<file path="src/rtl/uart_pkg.sv">
// Shared encodings for the UART receive monitor: FSM states, parity modes, divider floor.
package uart_pkg;

  typedef enum logic [2:0] {
    ST_IDLE,
    ST_START,
    ST_DATA,
    ST_PARITY,
    ST_STOP,
    ST_BREAK
  } rx_state_e;

  localparam int PARITY_NONE = 0;
  localparam int PARITY_EVEN = 1;
  localparam int PARITY_ODD  = 2;
  localparam int DIV_MIN     = 4;

endpackage

</file>
<file path="src/rtl/uart_rx_fifo.sv">
// Frame queue: push/full write side, valid/ready read side, head shown straight from storage.
module uart_rx_fifo #(
  parameter int W     = 10,
  parameter int DEPTH = 8
) (
  input  logic         clk,
  input  logic         resetn,
  input  logic         push_i,
  input  logic [W-1:0] wdata_i,
  output logic         full_o,
  input  logic         rd_ready_i,
  output logic         rd_valid_o,
  output logic [W-1:0] rd_data_o
);

  localparam int AW = $clog2(DEPTH);

  logic [W-1:0] mem_q [DEPTH];
  logic [AW:0]  wp_q, rp_q;
  logic         empty, pop, wr;

  assign empty  = (wp_q == rp_q);
  assign full_o = (wp_q[AW] != rp_q[AW]) && (wp_q[AW-1:0] == rp_q[AW-1:0]);
  assign pop    = ~empty & rd_ready_i;
  // A pop frees the head slot at the same edge, so a full queue still takes the write.
  assign wr     = push_i & (~full_o | pop);

  assign rd_valid_o = ~empty;
  assign rd_data_o  = empty ? '0 : mem_q[rp_q[AW-1:0]];

  always_ff @(posedge clk or negedge resetn) begin
    if (!resetn) begin
      wp_q <= '0;
      rp_q <= '0;
    end else begin
      if (wr)  wp_q <= wp_q + (AW+1)'(1);
      if (pop) rp_q <= rp_q + (AW+1)'(1);
    end
  end

  always_ff @(posedge clk) begin
    if (wr) mem_q[wp_q[AW-1:0]] <= wdata_i;
  end

endmodule

</file>
<file path="src/rtl/uart_rx_capture.sv">
// UART receive monitor: synchronise rx, sample bits mid-period, check parity/stop, queue frames.
module uart_rx_capture
  import uart_pkg::*;
#(
  parameter int DATA_BITS   = 8,
  parameter int PARITY_MODE = 0,
  parameter int STOP_BITS   = 1,
  parameter int FIFO_DEPTH  = 8,
  parameter int DIV_W       = 16
) (
  input  logic                 clk,
  input  logic                 resetn,
  input  logic                 rx,
  input  logic [DIV_W-1:0]     cfg_div,
  input  logic                 rd_ready,
  output logic                 rd_valid,
  output logic [DATA_BITS-1:0] rd_data,
  output logic                 rd_perr,
  output logic                 rd_ferr,
  output logic                 ovf,
  input  logic                 ovf_clr,
  output logic                 busy
);

  localparam int FW = DATA_BITS + 2;

  logic                 rx_s1_q, rx_s2_q, rx_prev_q, fall;
  logic [DIV_W-1:0]     div_sel;
  rx_state_e            state_q, state_d;
  logic [DIV_W-1:0]     div_q, div_d, cnt_q, cnt_d;
  logic [3:0]           bit_q, bit_d;
  logic [DATA_BITS-1:0] shift_q, shift_d;
  logic                 perr_q, perr_d, ferr_q, ferr_d;
  logic                 push_q, push_d, ovf_q, ovf_d;
  logic                 full, pop, drop, tick;
  logic [FW-1:0]        head;

  always_ff @(posedge clk or negedge resetn) begin
    if (!resetn) begin
      rx_s1_q   <= 1'b1;
      rx_s2_q   <= 1'b1;
      rx_prev_q <= 1'b1;
    end else begin
      rx_s1_q   <= rx;
      rx_s2_q   <= rx_s1_q;
      rx_prev_q <= rx_s2_q;
    end
  end

  assign fall    = rx_prev_q & ~rx_s2_q;
  assign div_sel = (cfg_div < DIV_W'(DIV_MIN)) ? DIV_W'(DIV_MIN) : cfg_div;
  assign tick    = (cnt_q == '0);

  always_comb begin
    state_d = state_q;
    div_d   = div_q;
    cnt_d   = cnt_q;
    bit_d   = bit_q;
    shift_d = shift_q;
    perr_d  = perr_q;
    ferr_d  = ferr_q;
    push_d  = 1'b0;
    case (state_q)
      ST_IDLE: begin
        if (fall) begin
          div_d   = div_sel;
          cnt_d   = (div_sel >> 1) - DIV_W'(1);
          perr_d  = 1'b0;
          ferr_d  = 1'b0;
          state_d = ST_START;
        end
      end
      ST_START: begin
        if (!tick) cnt_d = cnt_q - DIV_W'(1);
        else if (!rx_s2_q) begin
          cnt_d   = div_q - DIV_W'(1);
          bit_d   = 4'd0;
          state_d = ST_DATA;
        end else state_d = ST_IDLE;
      end
      ST_DATA: begin
        if (!tick) cnt_d = cnt_q - DIV_W'(1);
        else begin
          shift_d = {rx_s2_q, shift_q[DATA_BITS-1:1]};
          cnt_d   = div_q - DIV_W'(1);
          bit_d   = bit_q + 4'd1;
          if (bit_q == 4'(DATA_BITS-1)) begin
            bit_d   = 4'd0;
            state_d = (PARITY_MODE != PARITY_NONE) ? ST_PARITY : ST_STOP;
          end
        end
      end
      ST_PARITY: begin
        if (!tick) cnt_d = cnt_q - DIV_W'(1);
        else begin
          perr_d  = ((^shift_q) ^ rx_s2_q) ^ (PARITY_MODE == PARITY_ODD);
          cnt_d   = div_q - DIV_W'(1);
          state_d = ST_STOP;
        end
      end
      ST_STOP: begin
        if (!tick) cnt_d = cnt_q - DIV_W'(1);
        else begin
          if (!rx_s2_q) ferr_d = 1'b1;
          if (bit_q == 4'(STOP_BITS-1)) begin
            push_d  = 1'b1;
            // A line still low here is a break; hold off until it idles again.
            state_d = rx_s2_q ? ST_IDLE : ST_BREAK;
          end else begin
            bit_d = bit_q + 4'd1;
            cnt_d = div_q - DIV_W'(1);
          end
        end
      end
      ST_BREAK: if (rx_s2_q) state_d = ST_IDLE;
      default:  state_d = ST_IDLE;
    endcase
  end

  always_ff @(posedge clk or negedge resetn) begin
    if (!resetn) begin
      state_q <= ST_IDLE;
      div_q   <= DIV_W'(DIV_MIN);
      cnt_q   <= '0;
      bit_q   <= '0;
      shift_q <= '0;
      perr_q  <= 1'b0;
      ferr_q  <= 1'b0;
      push_q  <= 1'b0;
      ovf_q   <= 1'b0;
    end else begin
      state_q <= state_d;
      div_q   <= div_d;
      cnt_q   <= cnt_d;
      bit_q   <= bit_d;
      shift_q <= shift_d;
      perr_q  <= perr_d;
      ferr_q  <= ferr_d;
      push_q  <= push_d;
      ovf_q   <= ovf_d;
    end
  end

  assign pop   = rd_valid & rd_ready;
  assign drop  = push_q & full & ~pop;
  assign ovf_d = drop | (ovf_q & ~ovf_clr);

  uart_rx_fifo #(.W(FW), .DEPTH(FIFO_DEPTH)) u_fifo (
    .clk        (clk),
    .resetn     (resetn),
    .push_i     (push_q),
    .wdata_i    ({ferr_q, perr_q, shift_q}),
    .full_o     (full),
    .rd_ready_i (rd_ready),
    .rd_valid_o (rd_valid),
    .rd_data_o  (head)
  );

  assign rd_data = head[DATA_BITS-1:0];
  assign rd_perr = head[DATA_BITS];
  assign rd_ferr = head[DATA_BITS+1];
  assign ovf     = ovf_q;
  assign busy    = (state_q != ST_IDLE);

endmodule

</file>
<file path="config.mk">
export PLATFORM = sky130hd
export DESIGN_NAME = uart_rx_capture
export DESIGN_NICKNAME = d
export VERILOG_FILES = /design/src/rtl/uart_pkg.sv /design/src/rtl/uart_rx_fifo.sv /design/src/rtl/uart_rx_capture.sv
export SDC_FILE = /design/constraint.sdc
export NUM_CORES = 1
export LEC_CHECK = 0
export BUFFER_PORTS_ARGS = -buffer_cell sky130_fd_sc_hd__buf_2
export CELL_PAD_IN_SITES_DETAIL_PLACEMENT = 0
export CELL_PAD_IN_SITES_GLOBAL_PLACEMENT = 2
export CORE_MARGIN = 10
export CORE_UTILIZATION = 47
export CTS_CLUSTER_DIAMETER = 30
export DETAILED_ROUTE_END_ITERATION = 10
export GPL_TIMING_DRIVEN = 0
export PLACE_DENSITY = 0.83
export RECOVER_POWER = 100
export SETUP_SLACK_MARGIN = 0.02
export SLEW_MARGIN = 40
export SYNTH_ARGS = -nofsm -noshare
export SYNTH_HDL_FRONTEND = slang
export SYNTH_SLANG_ARGS = --single-unit
</file>
<file path="constraint.sdc">
create_clock -name clk -period 6.9 [get_ports clk]
set_input_delay 0.345 -clock clk [delete_from_list [all_inputs] [get_ports clk]]
set_output_delay 0.345 -clock clk [all_outputs]
set_load 0.005 [all_outputs]
</file>
# Word level (Yosys, flattened, before mapping)
# Memory sizes are Yosys's and may differ from the RTL's.
# Cells that the tools add are included.
# classes
addsub,6
multipliers,0
n_div,0
magnitude_cmp,1
eq_ne,22
shifts,0
mux,38
bitwise_logic,14
n_reduce_logical,18
# op_table
cell,n
$mux 16,7
$pmux 16 s4,1
$sub 16x1->16 const B,2
$mux 3,9
$mux 4,6
$ne 2x2->1 const B,11
$pmux 3 s6,1
$logic_not 16->1,1
$lt 16x3->1 const B,1
$sub 15x1->16 const B,1
$add 4x1->4 const B,3
$pmux 4 s3,1
$mux 10,1
$mux 1,9
$reduce_and 4->1,2
$reduce_and 8->1,1
$reduce_xor 8->1,1
$and 1x1->1,6
$eq 3x2->1 const B,2
$eq 3x3->1 const B,2
$ne 3x3->1 const B,2
$reduce_and 6->1,1
$reduce_bool 3->1,2
$not 1->1,5
17 further kinds,21
# totals
register_bits,62
latch_bits,0
mem_bits_rw,80
romBits,0
input_bits,21
output_inout_bits,13
wordCells,114
n_memories,1
# mem_list
name,words,width,rd,rd_ports_with_merged_regs,write_ports,line_no,rtl
u_fifo.mem_q,8,10,1,0,1,uart_rx_fifo.sv:18,logic [W-1:0] mem_q [DEPTH];

# Depth between registers and ports, before layout
# logic_depth
depth_word,7
mapped_depth,14
mapped_depth_nobuf,11

# Cells and area by module
# A second synthesis with hierarchy kept.
# unflattened
hier_cells,530
area_unflattened_um2,6771.5
# by_module_without_submodules
module,n_inst,cells_per_inst,area_each_um2,seq_area_each_um2
uart_rx_fifo,1,189,3631.0,2602.5
uart_rx_capture,1,341,3140.5,1356.3

# Worst setup path after synthesis
# No wires, ideal clock.
# synth_path
path_type,flip-flop to flip-flop
from,register state_q[0]
to,register cnt_q[14]
setup_ns,0.129
arrival_ns,2.726
t_required_ns,6.771
setup_slack_ns,4.046
stages_incl_launch_ff,15
n_path_buf,3
period_less_slack_ns,2.854
path_cell_list,dfrtp_1 > buf_6 > or3_4 > buf_6 > and2_1 > buf_2 > nor3b_2 > or2_2 > ha_1 > inv_1 > a2111oi_4 > o211ai_1 > nor4_2 > xnor2_1 > o21ai_0
# synth_via
elab_chain_cells,4
word_cells_on_any_way,12
classes_between,eq/ne: 7; mux: 1; reduce/logical: 4
# synth_lines
element,line_no,rtl
start: declaration,uart_rx_capture.sv:29,"rx_state_e state_q, state_d;"
start signal: assignment,uart_rx_capture.sv:132,state_q <= state_d;
$eq 3x2->1,uart_rx_capture.sv:63,case (state_q)
$reduce_or 2->1 (no source line),n/a,
$reduce_bool 4->1 (no source line),n/a,
$reduce_and 4->1 (no source line),n/a,
end signal: assignment,uart_rx_capture.sv:134,cnt_q <= cnt_d;
end: declaration,uart_rx_capture.sv:30,"logic [DIV_W-1:0] div_q, div_d, cnt_q, cnt_d;"
# Several ways; a longest one is shown, not always the timed one.
# A chain may end at the register's enable or synchronous reset.

# Worst setup path in the final report
# Same ends and word-level chain as after synthesis.

==> out/qor.yml <==
timing:
  max_freq_mhz: 232
  min_period_ns: 4.30
  period_share: 0.624
  setup_violations: 0
  slew_violations: 65
  hold_viol_final: 0
  max_slew_margin: -0.251
  max_slew.worst_pin.slew_ns: 1.88
  rsz0062_at_grt: "no"
  tns_ns: 0
  fin_skew_ns: 0.00761
grt:
  grt_usage: 0.162
  antenna_found_initial: 0
  first_global_vias: 4471
  grt_max_degree: 35
  grt_pass1_wl_um: 25000
  grt-ovfl-total: 0
finish:
  final_common_cell: "edfxtp_1"
  seq_area_mm2: 0.00396
  multi_input_area_mm2: 0.00257
  drive_gt1_frac: 0.208
  nets: 595
  diodes: 0
  area_growth_pct: 13.9
  n_fill_cell: 1195
  final_cell_mix: "edfxtp_1 (80), dfrtp_1 (58), nor2_1 (43)"
routing:
  drc: 0
  first_pass_iters: 5
  routed_wirelength_um: 15100
  antenna_left: 0
  wl_per_cell_um: 19.8
  via_per_inst: 5.72
  drtIter0Drc: 261
  vias: 4356
synthesis:
  synth-edff-count: 80
  yosysWarningCount: 0
  synth_cell_types: 65
  synth-seq-cells: 142
  syn_area_per_cell_um2: 13.2
  synthesis.area_mm2: 0.00673
  async_flop_share: 0.437
  ys.flop_type: "edfxtp_1"
  yosysSeqAreaShare: 0.589
  syn-num-nets: 536
  netlist_instances: 510
clock_network:
  ctsResizeCount: 0
  clock-root-buffer: "clkbuf_16"
  max-clock-path-buffers: 2
  cts_sinks: 142
  htreeDepth: 4
  clkLatencyLatePin_ns: 0.42
  clk_pin_slew_ns: 0.06
  cts_buffers: 17
  cts_tree: "built"
setup_path:
  r2r-start: "state_q[0]"
  reg2regPathDepth: 13
  path_max_fanout: 10
  cpPeakStageDelay_ns: 0.61
  crit_type: "flop to flop"
  crit_path_end_kind: "flop"
  startpoint_type: "flop"
  reg2reg_setup_slack_ns: 2.60
  crit_chain: "clkbuf_1 > or3_2 > clkbuf_1 > nand2_1 > a311oi_1 > or2_2 > ha_1 > inv_1 > a2111oi_0 > o211ai_1 > nor4_1 > xnor2_1 > o21ai_0"
  worstPathArrival_ns: 4.58
  r2r_end: "cnt_q[14]"
  slowest_stage: "a2111oi_0"
  crit_top_cell: "clkbuf_1"
  worstPathRequired_ns: 7.18
power_and_ir_drop:
  power.total_mw: 3.29
  ir_worst_vdd_mv: 0.263
  p_leak_nw: 2.79
  power.density_mw_per_mm2: 430
status:
  outcome: "finished with violations"
  violations: "capacitance limit, slew limit"
run:
  maxCapViolations: 2
floorplan:
  die_h_um: 140
  rows: 43
  ios: 34
  initial_core_util: 0.483
  die_x_um: 140
  fp.dieArea_mm2: 0.0195
  core-area_mm2: 0.0139
placed_design:
  gp_congestion: 0.863
  hpwlAfterDp_um: 10600
  numPortBuffers: 33
hold_path:
  worst_hold_path.endpoint: "ovf"
  hold_class: "input pin to flop"
  hold-path-cell-count: 2
  hp-start: "ovf_clr"
==> worst max path at each step <==
stage	startpoint	endpoint	slack [ns]	cells after the start
after floorplan	state_q[0]	cnt_q[14]	4.05	14
after global placement	state_q[1]	cnt_q[14]	3.48	12
after detailed placement	state_q[1]	cnt_q[14]	3.44	12
after CTS	state_q[1]	cnt_q[14]	3.45	12
after global routing	state_q[0]	cnt_q[14]	2.18	13
final	state_q[0]	cnt_q[14]	2.60	13
==> critical path, delay by kind of cell, from the launching register on <==
kind,cells,cell delay [ns]
compound gates,4,1.59
buf+inv,3,0.72
simple gates,4,1.22
flops,1,0.32
fa+ha+maj,1,0.13
xor+xnor,1,0.17
==> kinds of logic (layout without fill, tap and decap cells) <==
family,Yosys count,in the layout,synth area share
and+or+nand+nor,147,147,0.114
DFF,142,142,0.589
AOI/OAI and AO/OA,91,91,0.0934
muxes,61,61,0.133
buffers and inverters,35,107,0.0240
xor gates and xnor gates,29,29,0.0378
adders and majority gates,5,5,0.00930
==> Yosys cell counts (3+ instances only) <==
cell type	number	area, um2
xor2_1	4	35.0
buf_2	6	30.0
nand3_1	4	20.0
mux4_2	20	450
dfstp_2	4	105
a21oi_1	18	90.1
mux2_2	27	304
nor2_1	43	161
nand2_1	40	150
and2_1	3	18.8
a311oi_1	5	43.8
dfrtp_1	58	1450
mux2i_1	13	130
xnor2_1	25	219
nor2b_1	5	31.3
inv_1	7	26.3
a31oi_1	5	31.3
o21ai_2	3	26.3
nand2b_1	7	43.8
a22o_1	3	26.3
ha_1	5	62.6
edfxtp_1	80	2400
o211ai_1	6	45.0
nor3_1	14	70.1
nand4_1	4	25.0
nor4_1	5	31.3
or2_2	3	18.8
clkbuf_1	16	60.1
or3_1	5	31.3
o21ai_0	28	140
==> metrics by stage <==
step	cell area [um2]	hold slack (ns)	worst slack [ns]	util	std cells
floorplan	6730	0.0494	4.05	-	510
global placement	7120	0.347	3.48	0.511	723
detailed placement	7200	0.309	3.44	0.516	728
CTS	7780	0.00189	3.45	0.558	761
global route	7660	0.117	2.18	0.550	762
finish	7660	0.112	2.60	0.550	762
==> repair_timing <==
item	in CTS	in global routing
setup buffers	0	0
hold buffers	1	1
hold endpoints to repair	28	1
==> report_power, final <==
group          internal, mW  switching, mW
Sequential             1.02          0.112
Combinational         0.528          0.751
Clock                 0.531          0.350
==> flip-flops by register name, indices dropped and copies added, names as in the netlist <==
signal        flops
rx_prev_q         1
u_fifo.wp_q       4
shift_q           8
rx_s1_q           1
push_q            1
perr_q            1
u_fifo.mem_q     80
cnt_q            16
rx_s2_q           1
ferr_q            1
bit_q             4
u_fifo.rp_q       4
div_q            16
ovf               1
state_q           3
==> final cells by class <==
class / count / area share
flip-flops and latches: 142 / 0.517
multi-input cells: 333 / 0.335
clock buffers: 18 / 0.0560
well taps: 180 / 0.0294
repair buffers: 40 / 0.0252
clock inverters: 14 / 0.0186
plain buffers: 28 / 0.0149
inverters: 7 / 0.00343
==> per-layer routing <==
metal,wire (um),track usage,up-vias
li1,-,-,2041
met1,6430,0.199,2183
met2,7780,0.270,112
met3,671,0.0405,20
met4,229,0.0576,0
met5,0,0,-
No activity file was read; power rests on OpenSTA's default activity.
